[src/rtl/dmem_arbiter.sv]
// dmem_arbiter: shares the single-ported data memory between the core MEM stage and the debug port.
// Round-robin per access, with a debug bus-lock and a core anti-starvation limit.
// Optional address bounds checking is compiled in when DMEM_ARB_BOUNDS_EN is defined.

package control_types_pkg;

    typedef enum logic [3:0] {
        MEM_NOP = 4'd0,
        MEM_LB  = 4'd1,
        MEM_LH  = 4'd2,
        MEM_LW  = 4'd3,
        MEM_LBU = 4'd4,
        MEM_LHU = 4'd5,
        MEM_SB  = 4'd6,
        MEM_SH  = 4'd7,
        MEM_SW  = 4'd8
    } mem_op_t;

    typedef struct packed {
        logic        we;
        mem_op_t     op;
        logic [31:0] addr;
        logic [31:0] wdata;
    } mem_req_t;

endpackage

module dmem_arbiter
    import control_types_pkg::*;
#(
    parameter int unsigned MEM_SIZE_BYTES = 1024,
    parameter int unsigned MAX_STALL      = 8
) (
    input  logic        clk,
    input  logic        rst_n,

    input  logic        core_req,
    input  logic        core_we,
    input  mem_op_t     core_op,
    input  logic [31:0] core_addr,
    input  logic [31:0] core_wdata,
    output logic        core_gnt,
    output logic        core_rvalid,
    output logic [31:0] core_rdata,
    output logic        core_err,

    input  logic        dbg_req,
    input  logic        dbg_we,
    input  mem_op_t     dbg_op,
    input  logic [31:0] dbg_addr,
    input  logic [31:0] dbg_wdata,
    output logic        dbg_gnt,
    output logic        dbg_rvalid,
    output logic [31:0] dbg_rdata,
    output logic        dbg_err,
    input  logic        dbg_lock,

    output logic        mem_wr_en,
    output mem_op_t     mem_ctrl,
    output logic [31:0] mem_addr,
    output logic [31:0] mem_wdata,
    input  logic [31:0] mem_rdata
);

    localparam int unsigned CNT_W = $clog2(MAX_STALL + 1);
    localparam int unsigned DW    = 32;

    typedef enum logic [1:0] {
        ST_IDLE   = 2'd0,
        ST_OPEN   = 2'd1,
        ST_LOCKED = 2'd2
    } state_t;

    state_t           state;
    state_t           state_nxt;
    logic             last_dbg;
    logic [CNT_W-1:0] stall_cnt;
    logic             starve;
    logic             grant_core;
    logic             grant_dbg;
    logic             core_oob;
    logic             dbg_oob;
    logic             win_oob;
    logic             core_ld;
    logic             dbg_ld;
    mem_req_t         core_bus;
    mem_req_t         dbg_bus;
    mem_req_t         win_bus;

    function automatic logic is_load(input mem_op_t op);
        return op inside {MEM_LB, MEM_LH, MEM_LW, MEM_LBU, MEM_LHU};
    endfunction

    assign core_bus = '{we: core_we, op: core_op, addr: core_addr, wdata: core_wdata};
    assign dbg_bus  = '{we: dbg_we,  op: dbg_op,  addr: dbg_addr,  wdata: dbg_wdata};

`ifdef DMEM_ARB_BOUNDS_EN
    function automatic logic [2:0] op_size(input mem_op_t op);
        case (op)
            MEM_LB, MEM_LBU, MEM_SB: return 3'd1;
            MEM_LH, MEM_LHU, MEM_SH: return 3'd2;
            MEM_LW, MEM_SW:          return 3'd4;
            default:                 return 3'd0;
        endcase
    endfunction

    // NOP never touches memory, so it can never be out of range.
    function automatic logic out_of_range(input mem_op_t op, input logic [31:0] addr);
        return (op != MEM_NOP) &&
               (({1'b0, addr} + 33'(op_size(op))) > 33'(MEM_SIZE_BYTES));
    endfunction

    assign core_oob = out_of_range(core_op, core_addr);
    assign dbg_oob  = out_of_range(dbg_op, dbg_addr);
`else
    assign core_oob = 1'b0;
    assign dbg_oob  = 1'b0;
`endif

    // State register
    always_ff @(posedge clk) begin
        if (!rst_n) begin
            state <= ST_IDLE;
        end else begin
            state <= state_nxt;
        end
    end

    // Next-state logic
    always_comb begin
        state_nxt = state;
        case (state)
            ST_IDLE:   state_nxt = ST_OPEN;
            ST_OPEN:   if (grant_dbg && dbg_lock) state_nxt = ST_LOCKED;
            ST_LOCKED: if (!dbg_lock) state_nxt = ST_OPEN;
            default:   state_nxt = ST_IDLE;
        endcase
    end

    // Grant selection; starvation override beats both the lock and round-robin.
    always_comb begin
        grant_core = 1'b0;
        grant_dbg  = 1'b0;
        starve     = (stall_cnt == CNT_W'(MAX_STALL)) && core_req;
        case (state)
            ST_OPEN: begin
                if (starve) begin
                    grant_core = 1'b1;
                end else if (core_req && dbg_req) begin
                    grant_core = last_dbg;
                    grant_dbg  = !last_dbg;
                end else begin
                    grant_core = core_req;
                    grant_dbg  = dbg_req;
                end
            end
            ST_LOCKED: begin
                if (starve) begin
                    grant_core = 1'b1;
                end else begin
                    grant_dbg = dbg_req;
                end
            end
            default: ;
        endcase
    end

    assign core_gnt = grant_core;
    assign dbg_gnt  = grant_dbg;
    assign win_bus  = grant_dbg ? dbg_bus : core_bus;
    assign win_oob  = grant_dbg ? dbg_oob : core_oob;
    assign core_ld  = grant_core && !core_we && is_load(core_op);
    assign dbg_ld   = grant_dbg && !dbg_we && is_load(dbg_op);

    // Memory-side steering; out-of-range accesses are granted but squashed.
    always_comb begin
        mem_wr_en = 1'b0;
        mem_ctrl  = MEM_NOP;
        mem_addr  = '0;
        mem_wdata = '0;
        if (grant_core || grant_dbg) begin
            mem_addr  = win_bus.addr;
            mem_wdata = win_bus.wdata;
            if (!win_oob) begin
                mem_wr_en = win_bus.we;
                mem_ctrl  = win_bus.op;
            end
        end
    end

    // Round-robin history and core starvation counter
    always_ff @(posedge clk) begin
        if (!rst_n) begin
            last_dbg  <= 1'b1;
            stall_cnt <= '0;
        end else begin
            if (grant_core) begin
                last_dbg <= 1'b0;
            end else if (grant_dbg) begin
                last_dbg <= 1'b1;
            end
            if (!core_req || grant_core) begin
                stall_cnt <= '0;
            end else if (stall_cnt != CNT_W'(MAX_STALL)) begin
                stall_cnt <= stall_cnt + CNT_W'(1);
            end
        end
    end

    // Registered load responses
    always_ff @(posedge clk) begin
        if (!rst_n) begin
            core_rvalid <= 1'b0;
            core_rdata  <= '0;
            dbg_rvalid  <= 1'b0;
            dbg_rdata   <= '0;
        end else begin
            core_rvalid <= core_ld;
            dbg_rvalid  <= dbg_ld;
            if (core_ld) begin
                core_rdata <= core_oob ? DW'(0) : mem_rdata;
            end
            if (dbg_ld) begin
                dbg_rdata <= dbg_oob ? DW'(0) : mem_rdata;
            end
        end
    end

`ifdef DMEM_ARB_BOUNDS_EN
    logic core_err_q;
    logic dbg_err_q;

    always_ff @(posedge clk) begin
        if (!rst_n) begin
            core_err_q <= 1'b0;
            dbg_err_q  <= 1'b0;
        end else begin
            core_err_q <= grant_core && core_oob;
            dbg_err_q  <= grant_dbg && dbg_oob;
        end
    end

    assign core_err = core_err_q;
    assign dbg_err  = dbg_err_q;
`else
    assign core_err = 1'b0;
    assign dbg_err  = 1'b0;
`endif

endmodule

[config.mk]
export PLATFORM = sky130hd
export DESIGN_NAME = dmem_arbiter
export DESIGN_NICKNAME = d
export VERILOG_FILES = /design/src/rtl/dmem_arbiter.sv
export SDC_FILE = /design/constraint.sdc
export NUM_CORES = 1
export LEC_CHECK = 0
export ABC_AREA = 1
export CAP_MARGIN = 10
export CORE_AREA = 2 2 122 124
export CTS_CLUSTER_SIZE = 30
export DETAILED_ROUTE_END_ITERATION = 10
export DIE_AREA = 0 0 124 126
export PLACE_DENSITY = 0.77
export SYNTH_ARGS = -nofsm -noshare
export SYNTH_HDL_FRONTEND = slang
export SYNTH_SLANG_ARGS = --single-unit
export TNS_END_PERCENT = 1
[constraint.sdc]
create_clock -name clk -period 2.3 [get_ports clk]
set_input_delay 0.345 -clock clk [delete_from_list [all_inputs] [get_ports clk]]
set_output_delay 0.345 -clock clk [all_outputs]
set_load 0.005 [all_outputs]
-- Yosys cells after proc, flatten, opt, wreduce, memory -nomap -nowiden
Index checks and enable logic that the tools add are counted.
- register bits after elaboration: 73
- input port bits: 175
- output and inout port bits: 139
- logic and storage cells: 62
- $add $sub $neg: 1
- eq/ne operators: 16
- muxes and demuxes: 18
- bitwise logic cells: 1
- reduce and logical (&&, ||, !) cells: 19
- operator list (operator ; count):
    $mux W69 ; 1
    $mux W32 ; 2
    $eq A4 B2 Y1 const B ; 4
    $eq A4 B3 Y1 const B ; 4
    $reduce_bool A5 Y1 ; 2
    $mux W1 ; 9
    $eq A4 B1 Y1 const B ; 2
    $logic_and A1 B1 Y1 ; 7
    $pmux W2 S3 ; 1
    $add A4 B1 Y4 const B ; 1
    $eq A4 B4 Y1 const B ; 1
    $logic_not A1 Y1 ; 4
    $mux W2 ; 2
    $mux W4 ; 1
    $ne A2 B2 Y1 const B ; 2
    $ne A4 B4 Y1 const B ; 1
    $pmux W1 S2 ; 2
    $eq A2 B1 Y1 const B ; 1
    $eq A2 B2 Y1 const B ; 1
    $logic_not A2 Y1 ; 1
    $logic_or A1 B1 Y1 ; 2
    $reduce_and A2 Y1 ; 1
    $reduce_bool A2 Y1 ; 1
    $reduce_or A2 Y1 ; 1
    $not A1 Y1 ; 1

-- Logic depth before layout (Yosys ltp)
- depth in word-level cells: 7
- mapped depth: 15
- gate-level depth less buffers: 12

-- Least setup slack after synthesis
No wires, ideal clock.
- path type: reg2out
- start point: register state[0]
- end point: output port mem_addr[0]
- arrival: 1781 ps
- required time: 1955 ps
- setup slack: 174 ps
- stages on the path, launching flop included: 16
- path buffers: 3
- path through: dfxtp_1 -> inv_1 -> ha_1 -> buf_2 -> nand2_1 -> inv_1 -> nand2_1 -> inv_2 -> nand2_2 -> inv_2 -> buf_2 -> buf_2 -> nand2_1 -> nand2_1 -> nand2_1 -> inv_1
- cells in the longest elaborated chain, start to end: 4
- RTL lines (element ; line ; text):
    start, declared ; 74 ; state_t state;
    start signal, assigned ; 125 ; state <= state_nxt;
    $eq A2 B2 Y1 or $eq A2 B1 Y1 (tied branches) ; 145 ; case (state)
    $pmux W1 S2 ; 145 ;
    $mux W69 or $logic_or A1 B1 Y1 (tied branches) ; 170, 181 ;
    $mux W32 * ; 181 ; if (grant_core || grant_dbg) begin
    end, declared ; 60 ; output logic [31:0] mem_addr,
Mark *: on every way between the ends. The rest lies on a longest branch, timed or not.

-- Final worst setup path
- start point: register state[1]
- end point: output port mem_addr[16]
The elaborated chain is that of the path after synthesis.

==> results_dict.tcl <==
set metrics [dict create \
    status "finished with violations" \
    violations "negative setup slack" \
    drt_iter0_markers 470 \
    place.gp.congestion 0.895 \
    row_count 44 \
    worstSetupStartpointType "flop" \
    maxCapViolCount 0 \
    regArea_mm2 0.00147 \
    cts_num_sinks 73 \
    clock_latency_ns 0.33 \
    min_period_over_period_pct 105 \
    path_delay_family "buffers and inverters" \
    htree_levels 3 \
    syn_avg_cell_area_um2 5.46 \
    rrSetupSlack_ns -0.07 \
    synth_fa_ha_area_share_pct 1.78 \
    clk_pin_slew_ns 0.06 \
    worst_path_largest_cell_delay_ns 0.34 \
    wl_per_cell_um 14.6 \
    synth_top_area_share_pct 29.7 \
    ys_seq_elements 73 \
    multi_input_area_mm2 0.00290 \
    setup_viol 65 \
    start_util_pct 34.4 \
    ys_warn_count 0 \
    synth_xor_area_share_pct 0.356 \
    io_pins 314 \
    hp-class "input port to flop" \
    cellPowerDensity_mw_per_mm2 724 \
    critical_path.cell_chain "inv_2 > ha_4 > nand2_2 > inv_2 > nand2_2 > inv_4 > nand2_8 > buf_12 > buf_12 > buf_12 > nand2_1 > nand2_1 > nand2_1 > inv_1 > buf_2" \
    cp_slowest_cell "dfxtp_2" \
    fin_nets 1450 \
    final_common_cell "nand2_1" \
    totalWireLength_mm 21.3 \
    path_buf_inv 8 \
    via_per_inst 4.57 \
    worstPathMaxFanout 8 \
    crit_path_end_kind "primary output" \
    fmax_ghz 0.413 \
    cts-root-buf "clkbuf_16" \
    syn2layout_area_growth_pct 96.6 \
    dp_hpwl_mm 14.6 \
    fin_crit_ns 2.42 \
    drive_gt1_share_pct 24.3 \
    diodes 0 \
    p_leak_uw 0.00512 \
    dieWidth_um 124 \
    final_cell_mix "nand2_1 (299), clkdlybuf4s50_1 (237), inv_1 (162), nor2_1 (102), nand2_2 (72)" \
    overflow 0 \
    grtUsageTotal_pct 26.2 \
    dieArea_mm2 0.0156 \
    drcViolationCount 0 \
    reg2regPathDepth 19 \
    yosys-mux-area-fraction_pct 0 \
    layout_setup_ws_ns -0.124 \
    synth-simple-area-share_pct 47.3 \
    antenna_found_initial 1 \
    required_ns 1.96 \
    core_mm2 0.0143 \
    clock_skew_ns 0.00590 \
    postRouteAntennaNets 0 \
    ctsHoldBuffers 0 \
    drt_pass1_iterations 5 \
    post-route-util_pct 67.6 \
    syn_area_mm2 0.00492 \
    synth-compound-area-share_pct 1.45 \
    place_ws_ns -0.447 \
    grt_pass1_vias 6336 \
    grt_max_degree 34 \
    dieHeight_um 126 \
    cts_inserted_buffers 9 \
    ys_seq_area_share_pct 29.7 \
    grt_pass1_wl_mm 32.1 \
    rsz0062_at_grt "true" \
    path_depth 15 \
    cp.arrival_ns 2.08 \
    finalMaxSlewViolations 0 \
    cts_tree "yes" \
    finalPower_uw 7010 \
    syn_inst 902 \
    hold_viol_final 0 \
    fill_cells 1260 \
    synth_area_leaders "dfxtp_1 (30%), nand2_1 (29%), inv_1 (14%)" \
    synth.distinct_cells 25 \
    irDropWorstVdd_uv 506 \
    cts_buffer_depth 2 \
    io_buffer_count 311 \
    via_count 6651 \
    crit_type "flop to primary output" \
    synth_top_family_by_area "simple AND/OR/NAND/NOR gates" \
    synth_top_area_cell "dfxtp_1" \
    whs_path_depth 2 \
]
area by class of cell:
type                    instances  share of cell area, %
repair buffers                412                   42.3
multi-input cells             591                   30.0
flip-flops and latches         73                   15.1
inverters                     181                   7.22
clock buffers                  10                   2.47
well taps                     184                   2.38
clock inverters                 5                  0.581
cell families (layout without fill, tap and decap cells):
group / after synthesis / in the layout
compound gates: 13 / 13
other cells: 1 / 2
buf+inv: 239 / 608
fa+ha+maj: 7 / 7
simple gates: 567 / 567
xor+xnor: 2 / 2
flops: 73 / 73
final timing paths:
| kind | start | endpoint |
|---|---|---|
| setup / recovery | state[1] | mem_addr[16] |
| hold / removal | rst_n | last_dbg |
| setup reg to reg | stall_cnt[0] | stall_cnt[0] |
| hold reg to reg | dbg_rdata[6] | dbg_rdata[6] |
registers in the layout, summed over array words and instances, names as in the netlist:
register     cells
state            2
core_rdata      32
last_dbg         1
core_rvalid      1
stall_cnt        4
dbg_rvalid       1
dbg_rdata       32
Yosys cell counts:
cell type,count
nand2_1,381
inv_1,178
nor2_1,103
dfxtp_1,73
nand4_1,67
buf_2,25
clkbuf_1,21
nand3_1,9
buf_1,7
ha_1,7
a21oi_1,6
buf_4,3
inv_2,3
nand2_2,3
o21ai_0,3
buf_6,2
o21ai_1,2
xor2_1,2
conb_1,1
nand3_2,1
nor2b_1,1
nor3_1,1
nor3b_1,1
o21ai_2,1
o21bai_1,1
what timing repair did:
item | CTS | global route
setup buffers | 48 | 2
pin swaps | 28 | 58
resized for setup | 344 | 127
cloned | 9 | 2
setup endpoints to repair | 71 | 73
power breakdown:
| group | internal [uW] | total (uW) | switching [uW] |
|---|---|---|---|
| combinational | 2140 | 4240 | 2100 |
| clock | 861 | 1400 | 540 |
| sequential | 1340 | 1380 | 41.2 |
through the flow:
step | hold slack (ns) | TNS (ns) | area (um^2) | cells
after floorplan | 0.459 | 0 | 4930 | 903
after global placement | 0.463 | -23.87 | 8450 | 1387
after detailed placement | 0.473 | -27.41 | 8450 | 1387
after CTS | 0.354 | -7.01 | 9570 | 1456
after global routing | 0.386 | -11.44 | 9680 | 1456
final | 0.360 | -4.33 | 9680 | 1456
layer usage:
metal	GRT usage, %	up-vias	wire, um
met5	0	-	10
met4	10.1	2	620
met3	5.84	45	1560
met2	45.7	255	10800
met1	30.8	2966	8320
li1	-	3383	-
Note: power is estimated with default switching activity, not from simulation.
